==> src/rtl/pipe_stage_reg.sv <==
// Reusable pipeline stage register: valid/ready handshake, optional two-entry skid
// buffer, flush, and a control field that is held at zero whenever the slot is empty.
module pipe_stage_reg #(
    parameter int DATA_W = 64,
    parameter int CTRL_W = 8,
    parameter int SKID   = 1
) (
    input  logic              clk,
    input  logic              rst,
    input  logic              flush,
    input  logic              in_valid,
    output logic              in_ready,
    input  logic [DATA_W-1:0] in_data,
    input  logic [CTRL_W-1:0] in_ctrl,
    output logic              out_valid,
    input  logic              out_ready,
    output logic [DATA_W-1:0] out_data,
    output logic [CTRL_W-1:0] out_ctrl,
    output logic [1:0]        count
);

    logic [1:0]        cnt_q;
    logic [DATA_W-1:0] main_data;
    logic [CTRL_W-1:0] main_ctrl;
    logic              accept;
    logic              emit;

    assign out_valid = (cnt_q != 2'd0);
    assign out_data  = main_data;
    assign out_ctrl  = main_ctrl;
    assign count     = cnt_q;
    assign accept    = in_valid & in_ready;
    assign emit      = out_valid & out_ready;

    generate
        if (SKID != 0) begin : g_skid
            localparam logic [1:0] EMPTY = 2'd0;
            localparam logic [1:0] ONE   = 2'd1;
            localparam logic [1:0] FULL  = 2'd2;

            logic [DATA_W-1:0] skid_data;
            logic [CTRL_W-1:0] skid_ctrl;

            // Decoded from the count register only, so out_ready never reaches in_ready.
            assign in_ready = (cnt_q != FULL);

            always_ff @(posedge clk) begin
                if (!rst) begin
                    cnt_q     <= EMPTY;
                    main_data <= '0;
                    main_ctrl <= '0;
                    skid_data <= '0;
                    skid_ctrl <= '0;
                end else if (flush) begin
                    cnt_q     <= EMPTY;
                    main_ctrl <= '0;
                    skid_ctrl <= '0;
                end else begin
                    case (cnt_q)
                        EMPTY: begin
                            if (accept) begin
                                main_data <= in_data;
                                main_ctrl <= in_ctrl;
                                cnt_q     <= ONE;
                            end
                        end
                        ONE: begin
                            if (accept && emit) begin
                                main_data <= in_data;
                                main_ctrl <= in_ctrl;
                            end else if (accept) begin
                                skid_data <= in_data;
                                skid_ctrl <= in_ctrl;
                                cnt_q     <= FULL;
                            end else if (emit) begin
                                main_ctrl <= '0;
                                cnt_q     <= EMPTY;
                            end
                        end
                        FULL: begin
                            if (emit) begin
                                main_data <= skid_data;
                                main_ctrl <= skid_ctrl;
                                skid_ctrl <= '0;
                                cnt_q     <= ONE;
                            end
                        end
                        default: begin
                            main_ctrl <= '0;
                            skid_ctrl <= '0;
                            cnt_q     <= EMPTY;
                        end
                    endcase
                end
            end
        end else begin : g_single
            assign in_ready = ~out_valid | out_ready;

            always_ff @(posedge clk) begin
                if (!rst) begin
                    cnt_q     <= 2'd0;
                    main_data <= '0;
                    main_ctrl <= '0;
                end else if (flush) begin
                    cnt_q     <= 2'd0;
                    main_ctrl <= '0;
                end else if (accept) begin
                    main_data <= in_data;
                    main_ctrl <= in_ctrl;
                    cnt_q     <= 2'd1;
                end else if (emit) begin
                    main_ctrl <= '0;
                    cnt_q     <= 2'd0;
                end
            end
        end
    endgenerate

endmodule

==> config.mk <==
export PLATFORM = sky130hd
export DESIGN_NAME = pipe_stage_reg
export DESIGN_NICKNAME = d
export VERILOG_FILES = /design/src/rtl/pipe_stage_reg.sv
export SDC_FILE = /design/constraint.sdc
export NUM_CORES = 1
export LEC_CHECK = 0
export ABC_CLOCK_PERIOD_IN_PS = 3500
export CAP_MARGIN = 20
export CORE_UTILIZATION = 68
export DETAILED_ROUTE_END_ITERATION = 16
export DONT_BUFFER_PORTS = 1
export HOLD_SLACK_MARGIN = 0.02
export PLACE_DENSITY = 0.9
export SETUP_SLACK_MARGIN = 0.02
export SLEW_MARGIN = 5
export SYNTH_ARGS = -nofsm -noshare
export SYNTH_HDL_FRONTEND = slang
export SYNTH_SLANG_ARGS = --single-unit
==> constraint.sdc <==
create_clock -name clk -period 3.5 [get_ports clk]
set_input_delay 0.35 -clock clk [delete_from_list [all_inputs] [get_ports clk]]
set_output_delay 0.35 -clock clk [all_outputs]
set_load 0.01 [all_outputs]
* Word level (Yosys, flattened, before mapping)
Index checks and enable logic that the tools add are counted.
Word-level totals: register bits after elaboration 146, input port bits 77, output and inout bits 76, word-level logic and storage cells 50
Cells by class: equal/unequal tests 11, muxes and demuxes 18, bitwise gates (word level) 6, reductions and logical operators 10
Operator list (number):
- two-way mux 64 bit | 3
- case mux 64 bit (3 select lines) | 1
- two-way mux 8 bit | 6
- case mux 8 bit (3 select lines) | 2
- AND reduction 4 bit | 4
- inequality test 2 bit (second input constant) | 6
- two-way mux 2 bit | 5
- inequality test 3 bit (second input constant) | 3
- case mux 2 bit (3 select lines) | 1
- AND reduction 5 bit | 1
- NOT 1 bit | 4
- nonzero test 3 bit | 1
- AND 1 bit | 2
- equality test 2 x 1 -> 1 bit (second input constant) | 1
- equality test 2 bit (second input constant) | 1
- logical NOT 2 bit | 1
- nonzero test 2 bit | 1
- OR reduction 2 bit | 1
- logical AND 1 bit | 1

* Longest topological paths before layout
depth after elaboration 6, depth in mapped cells 8, gate-level depth less buffers 4

* Worst setup path before layout
Ideal clock, no wire load.
path type register to register, start point register cnt_q[0], in the netlist count[0], end point register main_data[20], in the netlist out_data[20], library setup time 0.121 ns, arrival 1.451 ns, data required time 3.379 ns, path slack 1.928 ns, stages on the path, launching flop included 8, buffers on the path 3, period minus slack after synthesis 1.572 ns, path through dfxtp_1 -> buf_6 -> nand2b_1 -> buf_2 -> buf_4 -> mux2_2 -> nand2_1 -> o21ai_2
Between the ends: word-level cells in the longest chain between the ends 5, elaborated cells on any way between the ends 14, those cells by class eq/ne (6); mux (1); bitwise (2); reduce/logical (5)
RTL lines:
- start, declared | line 22 | logic [1:0] cnt_q;
- start signal, assigned | line 49 | cnt_q <= EMPTY;
- start signal, assigned | line 55 | cnt_q <= EMPTY;
- start signal, assigned | line 64 | cnt_q <= ONE;
- inequality test 2 bit / nonzero test 2 bit (equally long branches) | line 45, 28
- AND 1 bit (on tied branches) | line 32, 33
- logical AND 1 bit | line 68 | if (accept && emit) begin
- inequality test 2 bit (no source line)
- AND reduction 5 bit (no source line)
- end signal, assigned | line 62 | main_data <= in_data;
- end signal, assigned | line 69 | main_data <= in_data;
- end signal, assigned | line 82 | main_data <= skid_data;
- end, declared | line 23 | logic [DATA_W-1:0] main_data;
Parallel ways exist; a longest one is shown, timed or not. A chain may end at the register's enable or synchronous reset.

* Final worst setup path
start point register cnt_q[0], in the netlist count[0], end point register g_skid.skid_data[35]
Between the ends: word-level cells in the longest chain between the ends 5, elaborated cells on any way between the ends 8, those cells by class eq/ne (2); bitwise (3); reduce/logical (3)
RTL lines:
- inequality test 2 bit / nonzero test 2 bit (equally long branches) | line 45, 28
- AND 1 bit (on tied branches) | line 32, 33
- logical AND 1 bit | line 68
- NOT 1 bit (no source line)
- AND reduction 4 bit (no source line) (*)
- end signal, assigned | line 72 | skid_data <= in_data;
- end, declared | line 41 | logic [DATA_W-1:0] skid_data;
Mark *: on every way between the ends. The rest lies on a longest branch, timed or not.

==> results_dict.tcl <==
set metrics [dict create \
    crit_type "reg2reg" \
    synth-main-ff-cell "dfxtp_1" \
    syn2layout_area_growth_pct 20.84 \
    p_per_area_nw_per_um2 492.9 \
    final_cell_area_sq_um 7950 \
    tns_ns 0 \
    grt_max_degree 123 \
    async_flop_share 0 \
    finalCriticalPeriod_ns 3.069 \
    ant_nets 0 \
    seq_area_frac_synth 0.4443 \
    critPathTopFamily "simple AND/OR/NAND/NOR gates" \
    place_ws_ns 0.9544 \
    clock_power_share 0.467 \
    synth_edf_count 0 \
    numCtsBuffers 17 \
    fin_util 0.8523 \
    grt_pass1_wl_mm 30.45 \
    num_vias 5821 \
    drc 0 \
    die_area_sq_um 10070 \
    rsz0062_at_grt "false" \
    netlist_instances 740 \
    max_freq_mhz 325.9 \
    drt_wl_total_mm 19.43 \
    portBuffers 0 \
    routabilityCongestion 0.7929 \
    cts_root_buffer "clkbuf_8" \
    hold_viol 0 \
    grt_usage 0.3906 \
    cp_slowest_stage_delay_ns 0.63 \
    final_layout_size_suffix_gt1_frac 0.1631 \
    grt.overflow.total 0 \
    layout_common_cells "nand2_1, dfxtp_1, dlygate4sd3_1" \
    setup_ws_ns 0.4313 \
    max_slew_margin 0.2198 \
    path_cells "nor2b_1, and3_2, buf_4, nand2_1, a21boi_1, dlygate4sd3_1" \
    post-route-period-util 0.8768 \
    min_path_type "in2reg" \
    cts_tree "done" \
    cts.clk_slew.worst_paths_ns 0.07 \
    cts.htree.levels 4 \
    place_area_sq_um 6415 \
    die_x_um 100.4 \
    drt-initial-drc-count 345 \
    grt_antenna_before_repair 0 \
    via_per_inst 6.286 \
    startpoint_type "register" \
    avgSynthCellArea_sq_um 8.890 \
    syn-num-nets 817 \
    combPwrFrac 0.081 \
    worst_hold_slack_ns 0.03175 \
    wl_per_cell_um 20.98 \
    finalSetupViolCount 0 \
    layout.cells.most_common "nand2_1" \
    rows 35 \
    ir_drop_uv 404.0 \
    maxSlewViolCount 0 \
    io_pins 153 \
    crit_required_ns 3.94 \
    die_y_um 100.4 \
    status "finished, final reports clean" \
    crit_fanout 28 \
    path_buf_inv 2 \
    dp_hpwl_mm 8.839 \
    drt-pass1-iter-count 7 \
    core-area_sq_um 9328 \
    clk_path_buf_depth 2 \
    cp-end-kind "register" \
    internal_power_mw 2.964 \
    cts_num_sinks 146 \
    critPathSlowestCell "nor2b_1" \
    seq_power_share 0.452 \
    netlist_area_sq_um 6579 \
    switching_share 0.2438 \
    netlist-cell-type-count 31 \
    nNetsFinal 861 \
    diodes 0 \
    clock_latency_ns 0.51 \
    worstMarginPinSlew_ns 1.166 \
    finClkSkew_ns 0.008703 \
    ys_warn_count 0 \
    leakage_nw 2.855 \
    switching_power_mw 0.9554 \
    start_util 0.7053 \
    grt_pass1_vias 6120 \
    crit_arrival_ns 3.51 \
    drv_cap 0 \
    ys_ff_latch 146 \
]
final timing paths:
| kind | start | endpoint | slack [ns] | depth (start not counted) |
|---|---|---|---|---|
| setup / recovery | count[0]$_SDFFE_PP0P_ | g_skid.skid_data[35]$_SDFFE_PN0P_ | 0.43 | 6 |
| hold / removal | rst | out_data[59]$_SDFFE_PN0P_ | 0.03 | 2 |
| setup reg to reg | count[0]$_SDFFE_PP0P_ | g_skid.skid_data[35]$_SDFFE_PN0P_ | 0.43 | 6 |
| hold reg to reg | g_skid.skid_data[49]$_SDFFE_PN0P_ | g_skid.skid_data[49]$_SDFFE_PN0P_ | 0.46 | 2 |
Yosys cell counts, types with 2 or more instances:
master	n	area, sq um
buf_6	8	90.09
clkbuf_1	27	101.4
nand2b_1	3	18.77
o211ai_1	64	480.5
buf_2	27	135.1
mux2i_1	9	90.09
o22a_1	2	17.52
nor2b_1	4	25.02
nor2_1	11	41.29
a22oi_1	8	60.06
buf_1	4	15.01
and2_1	9	56.30
o21ai_0	7	35.03
buf_4	6	45.04
dfxtp_1	146	2923
a21boi_1	13	97.59
o21ai_1	44	220.2
mux2_2	64	720.7
nand2_1	201	754.5
a21boi_0	51	382.9
o21ai_2	22	192.7
layer usage:
metal	routed length, um	part of all wire	global-route usage	vias to the layer above
met4	843	0.043	0.2352	0
met2	9561	0.49	0.6691	354
met1	7273	0.37	0.4402	2742
li1	-	-	-	2648
met5	0	0	0	-
met3	1752	0.090	0.09401	77
repair_timing:
action,4_1_cts,5_1_grt
setup buffers,0,0
hold endpoints to repair,128,0
gates resized for setup,0,0
hold buffers,91,0
per-stage QoR:
stage	std cells	total power, mW
CTS	926	3.896
floorplan	740	2.003
finish	926	3.919
global route	926	4.027
global placement	803	1.983
detailed placement	803	1.994
area by class of cell:
class / count / area, sq um
clock buffers: 19 / 421.7
clock inverters: 13 / 175.2
fillers: 488 / 1378
multi-input cells: 522 / 3286
flip-flops and latches: 146 / 2923
well taps: 129 / 161.4
repair buffers: 97 / 983.4
worst register-to-register path, delay by kind of cell (launching register included):
family | cells | cell delay [ns]
and+or+nand+nor | 3 | 1.25
DFF | 1 | 0.56
AOI/OAI and AO/OA | 1 | 0.21
buffers and inverters | 2 | 0.99
state kept, by name (all words and copies together), names as in the netlist:
signal,cells
out_data,64
count,2
g_skid.skid_ctrl,8
g_skid.skid_data,64
out_ctrl,8
cell families after synthesis:
group	Yosys count	share of synthesized area
and+or+nand+nor	234	0.1430
AOI/OAI and AO/OA	215	0.2307
DFF	146	0.4443
muxes	73	0.1232
buffers and inverters	72	0.05877
power by group through the flow:
stage	registers (mW)	logic (mW)	clock network, mW
6_report	1.77	0.318	1.83
5_1_grt	1.77	0.339	1.91
4_1_cts	1.77	0.304	1.82
3_5_place_dp	1.80	0.191	0
3_3_place_gp	1.80	0.182	0
2_1_floorplan	1.79	0.214	0
Power figures use the tool's default switching activity.
